$ cat config.mk
export PLATFORM = sky130hd
export DESIGN_NAME = riscv_fetch_unit
export DESIGN_NICKNAME = d
export VERILOG_FILES = /design/src/rtl/riscv_pkg.sv /design/src/rtl/riscv_fetch_queue.sv /design/src/rtl/riscv_fetch_unit.sv
export SDC_FILE = /design/constraint.sdc
export NUM_CORES = 1
export LEC_CHECK = 0
export ABC_AREA = 1
export BUFFER_PORTS_ARGS = -buffer_cell sky130_fd_sc_hd__buf_2
export CAP_MARGIN = 25
export CORE_ASPECT_RATIO = 0.7
export CORE_MARGIN = 2
export CORE_UTILIZATION = 30
export DETAILED_ROUTE_END_ITERATION = 6
export SKIP_CTS_REPAIR_TIMING = 1
export SYNTH_ARGS = -nofsm -noshare
export SYNTH_HDL_FRONTEND = slang
export SYNTH_SLANG_ARGS = --single-unit
$ cat constraint.sdc
create_clock -name CLK -period 5.9 [get_ports CLK]
set_clock_uncertainty 0.1 [all_clocks]
set_input_delay 0 -clock CLK [delete_from_list [all_inputs] [get_ports CLK]]
set_output_delay 0 -clock CLK [all_outputs]
set_load 0.05 [all_outputs]
$ cat src/rtl/riscv_pkg.sv
// Shared RISC-V core constants and the fetch-queue entry type.
package riscv_pkg;
  localparam int XLEN   = 32;
  localparam int INST_W = 32;
  localparam logic [XLEN-1:0]   PC_STEP          = 32'd4;
  localparam logic [XLEN-1:0]   RESET_PC_DEFAULT = 32'h0000_0000;
  localparam logic [INST_W-1:0] NOP_INST         = 32'h0000_0013;

  typedef struct packed {
    logic [XLEN-1:0]   pc;
    logic [INST_W-1:0] inst;
  } fetch_entry_t;
endpackage

$ cat src/rtl/riscv_fetch_queue.sv
// Prefetch FIFO of {pc, inst} entries with push/pop/flush and occupancy count.
module riscv_fetch_queue
  import riscv_pkg::*;
#(
  parameter int DEPTH = 2,
  localparam int PW = $clog2(DEPTH),
  localparam int CW = $clog2(DEPTH + 1)
) (
  input  logic          CLK,
  input  logic          RST,
  input  logic          flush,
  input  logic          push,
  input  fetch_entry_t  push_data,
  input  logic          pop,
  output fetch_entry_t  head,
  output logic [CW-1:0] count,
  output logic          empty
);
  fetch_entry_t mem [DEPTH];
  logic [PW-1:0] wr_ptr, rd_ptr;

  // DEPTH is a power of two, so the pointers wrap on their own.
  always_ff @(posedge CLK) begin
    if (RST) begin
      for (int i = 0; i < DEPTH; i++) mem[i] <= '0;
      wr_ptr <= '0;
      rd_ptr <= '0;
      count  <= '0;
    end else if (flush) begin
      wr_ptr <= '0;
      rd_ptr <= '0;
      count  <= '0;
    end else begin
      if (push) begin
        mem[wr_ptr] <= push_data;
        wr_ptr      <= wr_ptr + PW'(1);
      end
      if (pop) rd_ptr <= rd_ptr + PW'(1);
      count <= count + CW'(push) - CW'(pop);
    end
  end

  assign head  = mem[rd_ptr];
  assign empty = (count == '0);
endmodule

$ cat src/rtl/riscv_fetch_unit.sv
// Instruction fetch front end: SRAM issue, in-flight kill, prefetch queue.
// Optional FETCH_BYPASS_EN forwards an SRAM response straight to decode when the queue is empty.
module riscv_fetch_unit
  import riscv_pkg::*;
#(
  parameter logic [XLEN-1:0] RESET_PC = RESET_PC_DEFAULT,
  parameter int              DEPTH    = 2
) (
  input  logic              CLK,
  input  logic              RST,
  output logic              I_MEM_CSN,
  output logic [XLEN-1:0]   I_MEM_ADDR,
  input  logic [INST_W-1:0] I_MEM_DI,
  input  logic              redirect_valid,
  input  logic [XLEN-1:0]   redirect_pc,
  output logic              out_valid,
  input  logic              out_ready,
  output logic [INST_W-1:0] out_inst,
  output logic [XLEN-1:0]   out_pc
);
  localparam int CW = $clog2(DEPTH + 1);
  localparam logic [XLEN-1:0] PC_MASK  = ~32'h3;
  localparam logic [XLEN-1:0] RESET_AL = RESET_PC & PC_MASK;

  logic [XLEN-1:0] fetch_pc, addr_q, inflight_pc;
  logic            inflight, resp_valid, pop, issue;
  logic            q_push, q_pop, q_empty;
  logic [CW-1:0]   q_count;
  fetch_entry_t    head, resp, out_entry;
  int              occ;

  assign resp       = '{pc: inflight_pc, inst: I_MEM_DI};
  assign resp_valid = inflight & ~redirect_valid;
  assign pop        = out_valid & out_ready;

`ifdef FETCH_BYPASS_EN
  // Bypass keys off inflight, not resp_valid, so out_valid never depends on redirect_valid.
  logic bypass;
  assign bypass    = q_empty & inflight;
  assign out_valid = ~q_empty | bypass;
  assign out_entry = bypass ? resp : head;
  assign q_pop     = pop & ~q_empty;
  assign q_push    = resp_valid & ~(bypass & out_ready);
`else
  assign out_valid = ~q_empty;
  assign out_entry = head;
  assign q_pop     = pop;
  assign q_push    = resp_valid;
`endif

  assign out_inst = out_entry.inst;
  assign out_pc   = out_entry.pc;

  // Only issue when the response is guaranteed a slot after this cycle's pop.
  always_comb begin
    occ   = int'(q_count) + int'(inflight) - int'(pop);
    issue = ~RST & ~redirect_valid & (occ < DEPTH);
  end

  assign I_MEM_CSN  = ~issue;
  assign I_MEM_ADDR = issue ? fetch_pc : addr_q;

  always_ff @(posedge CLK) begin
    if (RST) begin
      fetch_pc    <= RESET_AL;
      addr_q      <= RESET_AL;
      inflight_pc <= '0;
      inflight    <= 1'b0;
    end else begin
      inflight <= issue;
      if (redirect_valid) begin
        fetch_pc <= redirect_pc & PC_MASK;
      end else if (issue) begin
        fetch_pc    <= fetch_pc + PC_STEP;
        addr_q      <= fetch_pc;
        inflight_pc <= fetch_pc;
      end
    end
  end

  riscv_fetch_queue #(.DEPTH(DEPTH)) u_queue (
    .CLK       (CLK),
    .RST       (RST),
    .flush     (redirect_valid),
    .push      (q_push),
    .push_data (resp),
    .pop       (q_pop),
    .head      (head),
    .count     (q_count),
    .empty     (q_empty)
  );
endmodule

Word level (Yosys, flattened, before mapping)
Memory sizes are Yosys's and may differ from the RTL's. A register that Yosys moved wholly into a read port is not among the register bits.
Cells that the tools add are included.
{"block": "word_totals", "register_bits": 101, "ramBits": 128, "in_bits": 68, "out_inout_bits": 98, "elab_cells": 44, "mem_count": 1}
{"memory": "u_queue.mem", "depth": 2, "word_bits": 64, "rd": 1, "rd_ports_with_merged_regs": 1, "write_ports": 2, "line_no": "riscv_fetch_queue.sv:19", "text": "fetch_entry_t mem [DEPTH];"}
{"block": "classes", "add_sub_neg": 7, "n_lt_le_gt_ge": 1, "n_mux": 14, "bitwise": 8, "n_reduce_logical": 5}
{"cell": "32-bit two-way mux", "n": 3}
{"cell": "64-bit two-way mux", "n": 1}
{"cell": "64-bit OR reduction", "n": 1}
{"cell": "32-bit by 3-bit adder with 32-bit output (second input constant)", "n": 1}
{"cell": "1-bit two-way mux", "n": 10}
{"cell": "1-bit AND", "n": 4}
{"cell": "4-bit by 3-bit less-than comparator with 1-bit output (second input constant)", "n": 1}
{"cell": "1-bit inverter", "n": 4}
{"cell": "3-bit by 1-bit subtractor with 4-bit output", "n": 1}
{"cell": "2-bit by 1-bit adder with 3-bit output", "n": 1}
{"cell": "1-bit adder (second input constant)", "n": 2}
{"cell": "2-bit by 1-bit adder with 2-bit output", "n": 1}
{"cell": "2-bit logical NOT", "n": 1}
{"cell": "2-bit AND reduction", "n": 1}
{"cell": "2-bit nonzero test", "n": 1}
{"cell": "2-bit OR reduction", "n": 1}
{"cell": "2-bit by 1-bit subtractor with 2-bit output", "n": 1}

Longest topological paths before layout
{"block": "logic_depth", "word_depth": 8, "depth_mapped": 16, "depth_no_buf": 15}

Cells and area by module
A second synthesis with hierarchy kept.
{"block": "unflattened", "cells_unflattened": 1105, "area_unflattened_um2": 10263.6}
{"mod": "riscv_fetch_queue", "n_inst": 1, "cells_each": 439, "area_each_um2": 5784.3, "seq_area_each_um2": 3943.8}
{"mod": "riscv_fetch_unit", "n_inst": 1, "cells_each": 666, "area_each_um2": 4479.3, "seq_area_each_um2": 1861.8}

Worst setup path before layout
Ideal clock, no wire load.
{"block": "synth_path", "path_type": "register to register", "from": "register u_queue.count[1]", "to": "register addr_q[25]", "setup_time_ns": 0.068, "arrival_time_ns": 3.113, "required_time_ns": 5.732, "slack_ns": 2.619, "stages_incl_launch_ff": 13, "n_path_buf": 1, "period_less_slack_ns": 3.281, "path_cell_list": "dfxtp_1 -> inv_1 -> nand2_1 -> nand2_1 -> inv_1 -> ha_1 -> nor2_1 -> fa_1 -> nor2_4 -> buf_2 -> o21ai_0 -> inv_1 -> nor2_1"}
{"block": "synth_via", "elab_chain_len": 7, "elab_cells_between_ends": 8, "cone_classes": "2 x add/sub; 1 x order compare; 1 x mux; 3 x bitwise; 1 x reduce/logical"}
{"element": "from (decl)", "line_no": "riscv_fetch_queue.sv:16", "text": "output logic [CW-1:0] count,"}
{"element": "from (signal assigned)", "line_no": "riscv_fetch_queue.sv:39", "text": "count <= count + CW'(push) - CW'(pop);"}
{"element": "2-bit logical NOT", "line_no": "riscv_fetch_queue.sv:44", "text": "assign empty = (count == '0);"}
{"element": "1-bit inverter", "line_no": "riscv_fetch_unit.sv:45", "text": "assign out_valid = ~q_empty;"}
{"element": "via out_valid", "line_no": "riscv_fetch_unit.sv:16", "text": "output logic out_valid,"}
{"element": "1-bit AND", "line_no": "riscv_fetch_unit.sv:34", "text": "assign pop = out_valid & out_ready;"}
{"element": "via pop", "line_no": "riscv_fetch_unit.sv:26", "text": "logic inflight, resp_valid, pop, issue;"}
{"element": "3-bit by 1-bit subtractor with 4-bit output", "line_no": "riscv_fetch_unit.sv:56", "text": "occ = int'(q_count) + int'(inflight) - int'(pop);"}
{"element": "4-bit by 3-bit less-than comparator with 1-bit output", "line_no": "riscv_fetch_unit.sv:57", "text": "issue = ~RST & ~redirect_valid & (occ < DEPTH);"}
{"element": "1-bit AND", "line_no": "riscv_fetch_unit.sv:57"}
{"element": "32-bit two-way mux"}
{"element": "via I_MEM_ADDR[25]", "line_no": "riscv_fetch_unit.sv:12", "text": "output logic [XLEN-1:0] I_MEM_ADDR,"}
{"element": "to (signal assigned)", "line_no": "riscv_fetch_unit.sv:75", "text": "addr_q <= fetch_pc;"}
{"element": "to (decl)", "line_no": "riscv_fetch_unit.sv:25", "text": "logic [XLEN-1:0] fetch_pc, addr_q, inflight_pc;"}
The timed path passes the listed nets, and every way through them passes these cells.
A chain may end at the register's enable or synchronous reset.

Worst setup path in the final report
{"block": "layout_path", "from": "register u_queue.count[1]", "to": "output port I_MEM_ADDR[9]"}
{"block": "layout_via", "elab_chain_len": 7, "elab_cells_between_ends": 8, "cone_classes": "2 x add/sub; 1 x order compare; 1 x mux; 3 x bitwise; 1 x reduce/logical"}
{"element": "2-bit logical NOT", "line_no": "riscv_fetch_queue.sv:44"}
{"element": "1-bit inverter", "line_no": "riscv_fetch_unit.sv:45"}
{"element": "1-bit AND", "line_no": "riscv_fetch_unit.sv:34"}
{"element": "via pop", "line_no": "riscv_fetch_unit.sv:26"}
{"element": "3-bit by 1-bit subtractor with 4-bit output", "line_no": "riscv_fetch_unit.sv:56"}
{"element": "4-bit by 3-bit less-than comparator with 1-bit output", "line_no": "riscv_fetch_unit.sv:57"}
{"element": "1-bit AND", "line_no": "riscv_fetch_unit.sv:57"}
{"element": "32-bit two-way mux"}
{"element": "to (decl)", "line_no": "riscv_fetch_unit.sv:12"}
The timed path passes the listed nets, and every way through them passes these cells.

==> results.md <==
* Synth warn at 0
* Syn_area_per_cell at 9.503 sq um
* Max-slew violations at 0
* Nets at 1300
* Commonest non-fill, non-tap cell in the layout: nor2_1
* VDD IR max at 0.2253 mV
* Cells on worst reg2reg path at 15
* Min Hold Slack at -27.74 ps
* PD cells at 301.1 nW/um^2
* Crit start category: flop
* Critical Path Sink Type: output pin
* Synth Flop Type: edfxtp_1
* First-pass iteration count of the detailed router at 5
* Vias in the first global route at 7187
* Yosys reg bits at 222
* Die width at 218.5 um
* CTS tree: done
* Failing checks: hold timing
* Clk slew on worst S/H paths at 60 ps
* Vias at 7563
* Final WL at 25.14 mm
* Mapped Area at 9664 sq um
* Worst hold stages at 3
* Critical path data arrival time at 3250 ps
* Tot GR Track Use at 14.59%
* Worst slew pin tran at 977.1 ps
* Dpl ws at 2289 ps
* Antenna diodes at 0
* EDFF count, synth at 124
* Setup CP Type: reg -> out
* Vias per inst at 4.542
* Initial antenna violation count at 0
* Cell variety after synth at 37
* Antenna Violating Nets Remaining at 0
* Cells after synthesis at 1017
* # setup viols final at 0
* Fin. Hold Viols at 1
* Relative slew slack at 34.86%
* WL/cell at 15.10 um
* Commonest cells after routing, fill and taps aside: 200 x nor2_1, 161 x buf_2, 155 x nand2_1, 134 x inv_1, 124 x edfxtp_1
* Starting Density at 30.76%
* Worst hold path class: in -> reg
* Pin count of the biggest net entering global routing at 72
* Final cell utilization of the core at 39.17%
* IO Pins at 166
* Max Freq at 298.5 MHz
* Final GP Congestion at 0.8382
* First-pass GRT wire length at 38.61 mm
* Area grow syn2layout at 27.33%
* Final Worst Setup Slack at 2550 ps
* Leak at 5.227 nW
* CTS Buf Count at 25
* Post-DP HPWL at 15.65 mm
* Setup TNS at 0 ps
* DRC Markers at 0
* Port bufs at 161
* Status: complete, but fails checks
* Max-cap violations at 0
* Max Root-Sink Buffers at 3
* CTS Root Cell: clkbuf_16
* FP Rows at 54
* FFs w/ async S/R, synth at 0%
* Final period demand of the worst path at 3350 ps
* Layout cells sized above 1 at 22.89%
* RSZ-0062 raised after global routing: no
* Die Area at 33690 sq um
* Max FO, Critical Path at 53
* Overflow after GRT at 0
* Core region area at 31420 sq um
* H-tree depth at 1
* Seq/Total Area, Yosys at 58.83%
* WP data required at 5800 ps
* Skew-Pair Late Insertion Delay at 520 ps
* 1st-iter DRT viols at 408
* CTS Sinks at 222
* Crit share post-route at 56.78%
* Die Y at 154.2 um
layout make-up:
class	instances	area (sq um)
Multi-Input combinational cell	607	3234
Tap cell	420	525.5
Timing Repair Buffer	234	1531
Clock inverter	8	65.06
Sequential cell	222	5689
Clock buffer	37	740.7
Inverter	137	519.2
Fill cell	3144	19110
through the flow:
stage / area (sq um) / cells / hold slack (ps) / total power (W)
2_1_floorplan: 9668 / 1018 / 67.89 / 0.002065
3_3_place_gp: 10820 / 1553 / 194.6 / 0.002175
3_5_place_dp: 10820 / 1553 / 192.5 / 0.002181
4_1_cts: 11620 / 1598 / -374.1 / 0.003729
5_1_grt: 12310 / 1665 / 30.39 / 0.003867
6_report: 12310 / 1665 / -27.74 / 0.003705
where the power goes:
part,total [W],leakage [nW],internal (W),switching [W]
registers,0.00174,2.09,0.00170,0.0000340
logic,0.000442,2.74,0.000134,0.000308
clock network,0.00153,0.405,0.000911,0.000615
worst paths after layout:
path	start	slack [ps]	endpoint
worst min-delay path	redirect_valid	-30	fetch_pc[8]
worst min register to register	addr_q[1]	340	addr_q[1]
worst max-delay path	u_queue.count[1]	2550	I_MEM_ADDR[9]
worst max register to register	u_queue.count[1]	2880	fetch_pc[19]
flip-flops by register name, indices dropped and copies added (netlist names), named ones only:
register / cells
addr_q: 32
fetch_pc: 30
inflight: 1
inflight_pc: 30
u_queue.count: 2
u_queue.mem: 124
u_queue.rd_ptr: 1
u_queue.wr_ptr: 1
cells in the mapped netlist (13+ instances only):
| library cell | number | area, sq um |
|---|---|---|
| a21oi_1 | 36 | 180.2 |
| buf_2 | 16 | 80.08 |
| clkbuf_1 | 29 | 108.9 |
| a22oi_1 | 17 | 127.6 |
| a211oi_1 | 26 | 195.2 |
| nand3_1 | 35 | 175.2 |
| dfxtp_1 | 98 | 1962 |
| o21ai_0 | 13 | 65.06 |
| inv_1 | 134 | 503.0 |
| edfxtp_1 | 124 | 3724 |
| nor2_1 | 200 | 750.7 |
| nand2_1 | 157 | 589.3 |
| nor3_1 | 13 | 65.06 |
| mux2_2 | 62 | 698.2 |
per-layer routing:
| layer | up-vias | routed length (um) | track usage, % |
|---|---|---|---|
| li1 | 3757 | - | - |
| met1 | 3580 | 11550 | 19.73 |
| met2 | 189 | 11570 | 23.82 |
| met3 | 37 | 1587 | 3.521 |
| met4 | 0 | 436 | 2.786 |
| met5 | - | 0 | 0 |
cell families after synthesis:
logic type / Yosys count / synth area share, %
compound gates: 107 / 6.965
xor+xnor: 3 / 0.2719
fa+ha+maj: 5 / 0.7250
buf+inv: 189 / 7.949
flops: 222 / 58.83
mux: 62 / 7.224
other cells: 1 / 0.03880
simple gates: 428 / 18.00
worst max-delay path, stage by stage (launching register included):
cell	delay (ps)
dfxtp_1	320
inv_1	80
nand2_1	60
nand2_1	100
inv_1	50
ha_1	290
nor2_1	150
fa_1	240
nor2_4	50
inv_2	80
buf_12	240
buf_4	360
nor2_1	150
a21oi_1	200
buf_2	300
(Power assumes the default switching activity.)
